### config.mk
export PLATFORM = sky130hd
export DESIGN_NAME = led_pattern_sequencer
export DESIGN_NICKNAME = d
export VERILOG_FILES = /design/src/rtl/led_pattern_sequencer.sv
export SDC_FILE = /design/constraint.sdc
export NUM_CORES = 1
export LEC_CHECK = 0
export ABC_AREA = 1
export CAP_MARGIN = 15
export CORE_MARGIN = 2
export CORE_UTILIZATION = 25
export CTS_CLUSTER_DIAMETER = 120
export CTS_CLUSTER_SIZE = 25
export DETAILED_ROUTE_END_ITERATION = 10
export PLACE_DENSITY_LB_ADDON = 0.25
export SLEW_MARGIN = 25
export SYNTH_ARGS = -nofsm -noshare
export SYNTH_HDL_FRONTEND = slang
export SYNTH_SLANG_ARGS = --single-unit
### constraint.sdc
create_clock -name Clock -period 2.1 [get_ports Clock]
set_input_delay 0.21 -clock Clock [delete_from_list [all_inputs] [get_ports Clock]]
set_output_delay 0.21 -clock Clock [all_outputs]
set_load 0.03 [all_outputs]
### src/rtl/led_pattern_sequencer.sv
// ---------------------------------------------------------------------------------------------
// led_pattern_sequencer
//
// Drives the red LED bank with one of four animated patterns. A prescaler turns Clock into a
// step tick. Each tick either steps the active pattern or, if the switches ask for a different
// pattern, loads that pattern's seed. Pattern changes therefore only land on tick boundaries.
//
// Ports
//   Clock    in          system clock, all logic on posedge
//   Reset    in          synchronous, active-high, overrides everything
//   SW       in  [3:0]   [0] run, [2:1] pattern select, [3] fast speed
//   led      out [N-1:0] registered LED drive
//   tick     out         registered one-cycle pulse on each pattern step
//   mode     out [1:0]   registered active pattern (00 left, 01 right, 10 invert, 11 bounce)
//   running  out         registered, high while the sequencer is in RUN
// ---------------------------------------------------------------------------------------------
module led_pattern_sequencer #(
    parameter int unsigned N_LEDS   = 18,
    parameter int unsigned DIV_BITS = 26
) (
    input  logic              Clock,
    input  logic              Reset,
    input  logic [3:0]        SW,
    output logic [N_LEDS-1:0] led,
    output logic              tick,
    output logic [1:0]        mode,
    output logic              running
);

    typedef enum logic {StStop, StRun} state_e;

    localparam logic [1:0] ModeLeft   = 2'b00;
    localparam logic [1:0] ModeRight  = 2'b01;
    localparam logic [1:0] ModeInvert = 2'b10;
    localparam logic [1:0] ModeBounce = 2'b11;

    localparam logic DirLeft  = 1'b0;
    localparam logic DirRight = 1'b1;

    localparam logic [DIV_BITS-1:0] TermSlow = {DIV_BITS{1'b1}};
    localparam logic [DIV_BITS-1:0] TermFast = {2'b00, {(DIV_BITS-2){1'b1}}};
    localparam logic [DIV_BITS-1:0] CountOne = {{(DIV_BITS-1){1'b0}}, 1'b1};

    // Alternating pattern with bit0 lit: ...010101
    function automatic logic [N_LEDS-1:0] alt_seed();
        logic [N_LEDS-1:0] s;
        for (int i = 0; i < N_LEDS; i++) begin
            s[i] = (i % 2 == 0);
        end
        return s;
    endfunction

    localparam logic [N_LEDS-1:0] SeedLeft   = {{(N_LEDS-1){1'b0}}, 1'b1};
    localparam logic [N_LEDS-1:0] SeedRight  = {1'b1, {(N_LEDS-1){1'b0}}};
    localparam logic [N_LEDS-1:0] SeedInvert = alt_seed();
    localparam logic [N_LEDS-1:0] SeedBounce = SeedLeft;

    state_e              state_q, state_d;
    logic [DIV_BITS-1:0] count_q, count_d;
    logic                tick_q, tick_d;
    logic [N_LEDS-1:0]   led_q, led_d;
    logic [1:0]          mode_q, mode_d;
    logic                dir_q, dir_d;
    logic                running_q, running_d;
    logic [DIV_BITS-1:0] term;

    always_comb begin
        state_d = state_q;
        count_d = count_q;
        tick_d  = 1'b0;
        led_d   = led_q;
        mode_d  = mode_q;
        dir_d   = dir_q;
        term    = SW[3] ? TermFast : TermSlow;

        unique case (state_q)
            StStop: begin
                count_d = '0;
                if (SW[0]) begin
                    state_d = StRun;
                end
            end
            StRun: begin
                if (!SW[0]) begin
                    state_d = StStop;
                    count_d = '0;
                end else if (count_q >= term) begin
                    // >= rather than == so a slow->fast switch with count beyond the fast
                    // terminal fires immediately instead of wrapping the counter.
                    count_d = '0;
                    tick_d  = 1'b1;
                    if (SW[2:1] != mode_q) begin
                        mode_d = SW[2:1];
                        dir_d  = DirLeft;
                        unique case (SW[2:1])
                            ModeLeft:   led_d = SeedLeft;
                            ModeRight:  led_d = SeedRight;
                            ModeInvert: led_d = SeedInvert;
                            ModeBounce: led_d = SeedBounce;
                            default:    led_d = SeedLeft;
                        endcase
                    end else begin
                        unique case (mode_q)
                            ModeLeft:   led_d = {led_q[N_LEDS-2:0], led_q[N_LEDS-1]};
                            ModeRight:  led_d = {led_q[0], led_q[N_LEDS-1:1]};
                            ModeInvert: led_d = ~led_q;
                            ModeBounce: begin
                                // Reverse at an end and take the first step back in the
                                // same tick, so the lit bit never dwells at the edge.
                                if (dir_q == DirLeft) begin
                                    if (led_q[N_LEDS-1]) begin
                                        dir_d = DirRight;
                                        led_d = led_q >> 1;
                                    end else begin
                                        led_d = led_q << 1;
                                    end
                                end else begin
                                    if (led_q[0]) begin
                                        dir_d = DirLeft;
                                        led_d = led_q << 1;
                                    end else begin
                                        led_d = led_q >> 1;
                                    end
                                end
                            end
                            default: led_d = led_q;
                        endcase
                    end
                end else begin
                    count_d = count_q + CountOne;
                end
            end
            default: begin
                state_d = StStop;
                count_d = '0;
            end
        endcase

        running_d = (state_d == StRun);
    end

    always_ff @(posedge Clock) begin
        if (Reset) begin
            state_q   <= StStop;
            count_q   <= '0;
            tick_q    <= 1'b0;
            led_q     <= SeedLeft;
            mode_q    <= ModeLeft;
            dir_q     <= DirLeft;
            running_q <= 1'b0;
        end else begin
            state_q   <= state_d;
            count_q   <= count_d;
            tick_q    <= tick_d;
            led_q     <= led_d;
            mode_q    <= mode_d;
            dir_q     <= dir_d;
            running_q <= running_d;
        end
    end

    assign led     = led_q;
    assign tick    = tick_q;
    assign mode    = mode_q;
    assign running = running_q;

endmodule
* After elaboration in Yosys (flattened, before gate mapping)
Cells that the tools add are included.
** Storage, ports and cells
- Register bits :: 49
- Logic and storage cells :: 43
- Input port bits :: 6
- Output and inout bits :: 22
** Cells by class
- Reduce and logical (&&, ||, !) cells :: 8
- Add/sub/neg operators :: 1
- Eq/ne operators :: 7
- Bitwise logic cells :: 3
- Magnitude comparators :: 1
- Mux-type cells :: 17
** Operators by type and width (count)
- $mux 26 :: 3
- $mux 18 :: 4
- $pmux 18 s4 :: 1
- $pmux 18 s3 :: 1
- $pmux 26 s2 :: 1
- $add 26x1->26 const B :: 1
- $ge 26x26->1 :: 1
- $not 18->18 :: 1
- $eq 2x2->1 const B :: 4
- $reduce_and 4->1 :: 2
- $mux 1 :: 7
- $eq 2x1->1 const B :: 2
- $logic_not 2->1 :: 2
- $reduce_and 3->1 :: 1
- $reduce_or 3->1 :: 1
- $ne 2x2->1 :: 1
- $not 1->1 :: 2
- $reduce_bool 2->1 :: 1
- $reduce_or 2->1 :: 1

* Logic depth before layout (Yosys ltp)
Gate-level depths: netlist (run 1).
- Depth after elaboration :: 5
- Mapped depth :: 12
- Mapped depth without buffers :: 12

* Least setup slack after synthesis (run 1)
Ideal clock, no wire load.
- Path type :: register to register
- From :: reg led_q[17] (netlist: led[17])
- To :: reg led_q[17] (netlist: led[17])
- Buffers on the path :: 0
- Data required time :: 1.986 ns
- Cell stages (with the launch flop) :: 10
- Setup slack :: 0.555 ns
- Period minus slack after synthesis :: 1.545 ns
- Data arrival time :: 1.432 ns
- Cell sequence :: dfxtp_1 > inv_1 > nand2_2 > nand2_2 > nand2_1 > nand2_2 > nand2_1 > nand2_1 > a21oi_1 > nor2_1
** Between the ends
- Word-level cells in the longest chain between the ends :: 4
- Elaborated cells between the ends (all ways) :: 5
- Classes of those cells :: mux: 4; bitwise: 1
** Ends and longest elaborated chain
- start: declaration :: line 61 : logic [N_LEDS-1:0] led_q, led_d;
- start signal: assignment :: line 147 : led_q <= SeedLeft;
- start signal: assignment :: line 155 : led_q <= led_d;
- $mux 18 :: line 111 : if (led_q[N_LEDS-1]) begin
- $mux 18 :: line 110 : if (dir_q == DirLeft) begin
- $pmux 18 s4 * :: line 103 : unique case (mode_q)
- $mux 18 * :: line 92 : if (SW[2:1] != mode_q) begin
Mark *: on every way between the ends. The rest lies on a longest branch, timed or not.
A chain may end at the register's enable or synchronous reset.

* Final worst setup path (run 1)
- From :: reg mode_q[1] (netlist: mode[1])
- To :: out mode[1]
** RTL lines
- start: declaration :: line 62 : logic [1:0] mode_q, mode_d;
- start signal: assignment :: line 148 : mode_q <= ModeLeft;
- start signal: assignment :: line 156 : mode_q <= mode_d;
- end: declaration :: line 26 : output logic [1:0] mode,
No word-level cell between the ends.

==> flow_metrics.py, run 1 <==
metrics = {
    "timing": {
        "fmax_mhz": 544,
        "finalCritPeriodShare_pct": 87.5,
        "rsz0062_at_grt": "false",
        "hold_viol_final": 0,
        "slew_headroom_pct": 69.3,
        "period_minus_slack_ns": 1.84,
        "timing.final.ws_setup_ns": 0.263,
        "worstMarginPinSlew_ns": 0.456,
        "setup_violations": 0,
        "skew_ns": 0.00611,
        "tns_ns": 0,
        "slew_viol_final": 0,
    },
    "cts": {
        "htreeDepth": 2,
        "cts_hold_buf": 0,
        "postCtsSetupBuffers": 0,
        "clkTransAtPathRegs_ns": 0.08,
        "cts_made_buffers": 5,
        "clock_sinks": 49,
        "ctsLongestPathBuffers": 2,
        "cts_tree": "done",
        "cts_resized": 0,
        "clock_latency_ns": 0.30,
        "clockRootBuffer": "clkbuf_16",
    },
    "power": {
        "power.share.sequential_pct": 50.0,
        "pwr-share-clk_pct": 46.8,
        "p_sw_w": 0.000453,
        "ir_drop_mv": 0.358,
        "cellPowerDensity_mw_per_mm2": 504,
        "internal_power_w": 0.00141,
        "cellLeakagePower_nw": 1.55,
        "p_comb_share_pct": 3.2,
        "p_sw_share_pct": 24.3,
    },
    "setup_path": {
        "path_buf_inv": 1,
        "cp_cell_sequence": "clkdlybuf4s50_1",
        "critPathMaxFanout": 10,
        "startpoint_type": "flop",
        "path_class": "flop to primary output",
        "cp.required_ns": 1.89,
        "worstPathArrival_ns": 1.63,
        "crit_family": "buffers and inverters",
        "cp_slowest_stage_delay_ns": 0.75,
        "critPathCaptureType": "primary output",
        "crit_slowest_cell": "clkdlybuf4s50_1",
    },
    "finish": {
        "multiInputGateArea_mm2": 0.00176,
        "area_growth_syn_to_layout_pct": 22.9,
        "num_antenna_cells": 0,
        "drive_above_1_share_pct": 6.93,
        "num-fill-cells": 1315,
        "seq_area_um2": 981,
        "nNetsFinal": 556,
        "final_util_pct": 31.2,
    },
    "die": {
        "rows": 40,
        "die_w_um": 114,
        "dieHeight_um": 114,
        "start_util_pct": 25.4,
        "io_pins": 28,
        "design.die.area_mm2": 0.0129,
        "core_mm2": 0.0119,
    },
    "synth": {
        "ys_warn_count": 0,
        "netlist_area_mm2": 0.00301,
        "syn-mean-instance-area_um2": 5.96,
        "synth_cell_types": 25,
        "ys_seq_area_share_pct": 32.6,
        "synth.net_count": 514,
        "synth-seq-cells": 49,
        "syn-instance-count": 505,
    },
    "detailed_routing": {
        "firstDrtPassIters": 4,
        "drt_iter0_markers": 211,
        "met3WireLength_um": 272,
        "met2_length_mm": 3.75,
        "drc_errors": 0,
        "vias_per_cell": 4.46,
        "vias": 3100,
        "top_layer_used": "met4",
        "wl_met1_mm": 4.46,
        "wire_per_inst_um": 12.4,
        "drt-total-wl_mm": 8.60,
        "ant_nets": 0,
    },
    "global_routing": {
        "antenna_found_initial": 0,
        "grt.overflow.total": 0,
        "grt_max_degree": 23,
        "grt_pass1_vias": 2882,
        "grt_use_total_pct": 13.7,
        "grt_pass1_wl_mm": 14.3,
    },
    "flow_run": {
        "cap_violations": 0,
    },
    "placed_design": {
        "io_buffers": 27,
        "place_congestion": 0.821,
        "hpwl_mm": 6.38,
        "pre_cts_ws_ns": 0.118,
    },
    "outcome": {
        "status": "complete, no violations",
    },
    "hold_path": {
        "hold_path.class": "flop to flop",
    },
}
## final cells by class
type                       instances  share of cell area, %
multi-input combinational        393                   47.5
sequential                        49                   26.5
timing repair buffer              47                   11.7
inverter                          51                   5.18
tap                              147                   4.97
clock buffer                       5                   3.38
clock inverter                     3                  0.778
## through the flow
stage,instance area [um2],instances,hold slack (ns),power [W]
finish,3700,695,0.457,0.00186
global route,3700,695,0.478,0.00193
CTS,3700,695,0.453,0.00189
detailed placement,3540,687,0.445,0.00101
global placement,3540,687,0.434,0.00101
floorplan,3010,505,0.281,0.000985
## path summary, 6_finish.rpt
check	slack [ns]	endpoint	depth (start not counted)	from
max reg2reg	0.34	count_q[22]	9	count_q[0]
min reg2reg	0.46	count_q[0]	1	count_q[0]
min	0.46	count_q[0]	1	count_q[0]
max	0.26	mode[1]	1	mode[1]
## power by group through the flow
stage	Sequential, W	Combinational [W]	Clock, W
global placement	0.000953	0.0000609	0
global route	0.000931	0.0000665	0.000929
finish	0.000931	0.0000604	0.000872
floorplan	0.000955	0.0000308	0
detailed placement	0.000953	0.0000608	0
CTS	0.000931	0.0000609	0.000897
## kinds of logic after synthesis
kind of cell / after synthesis / share of synthesized area, %
AND/OR/NAND/NOR: 336 / 46.1
adder cells (fa/ha/maj): 3 / 1.25
AO/OA/AOI/OAI: 39 / 6.57
buffers and inverters: 63 / 9.10
XOR/XNOR: 15 / 4.36
flip-flops: 49 / 32.6
## routing by layer
layer  vias to the layer above  track usage [%]
met5                         -                0
met4                         0             4.39
met3                         8             2.02
met2                        47             20.8
met1                      1394             19.8
li1                       1651                -
## cells in the final DEF, fill, tap and decap left out, types with 2 or more instances in the layout
cell type	Yosys	layout
nand2_1	179	179
nor2_1	91	91
inv_1	49	49
dfxtp_1	49	49
nand3_1	40	40
clkdlybuf4s50_1	0	27
a21oi_1	25	25
buf_4	2	19
o21ai_0	12	12
xnor2_1	10	10
nor3_1	9	9
xor2_1	5	5
nand3b_1	5	5
clkbuf_16	0	5
nand2_2	4	4
ha_1	3	3
nor2_2	2	2
clkinv_1	2	2
nand2_4	2	2
o22ai_1	2	2
## sequential cells by signal (all words and copies together), names as in the netlist
register,flops
tick,1
led,18
mode,2
dir_q,1
running,1
count_q,26
## synth_stat cells, drive strengths merged
cell type	n	area (um2)
nor3	9	45.0
nor2	93	354
nand3b	5	37.5
nand2	185	719
ha	3	37.5
nor3b	1	7.51
nand3	40	200
xor2	5	43.8
o22ai	2	12.5
clkinv	2	7.51
dfxtp	49	981
o21ai	12	60.1
a21oi	25	125
clkbuf	1	3.75
nand4	2	18.8
or2	1	6.26
inv	49	184
xnor2	10	87.6
buf	11	78.8
Power figures use the tool's default switching activity.
==> run 2, diff against run 1 <==
--- a/config.mk
+++ b/config.mk
@@ -9,7 +9,6 @@
 export CAP_MARGIN = 15
 export CORE_MARGIN = 2
 export CORE_UTILIZATION = 25
-export CTS_CLUSTER_DIAMETER = 120
 export CTS_CLUSTER_SIZE = 25
 export DETAILED_ROUTE_END_ITERATION = 10
 export PLACE_DENSITY_LB_ADDON = 0.25
==> results of run 2 <==
No change in the layout: final DEF, timing and power equal those of run 1.
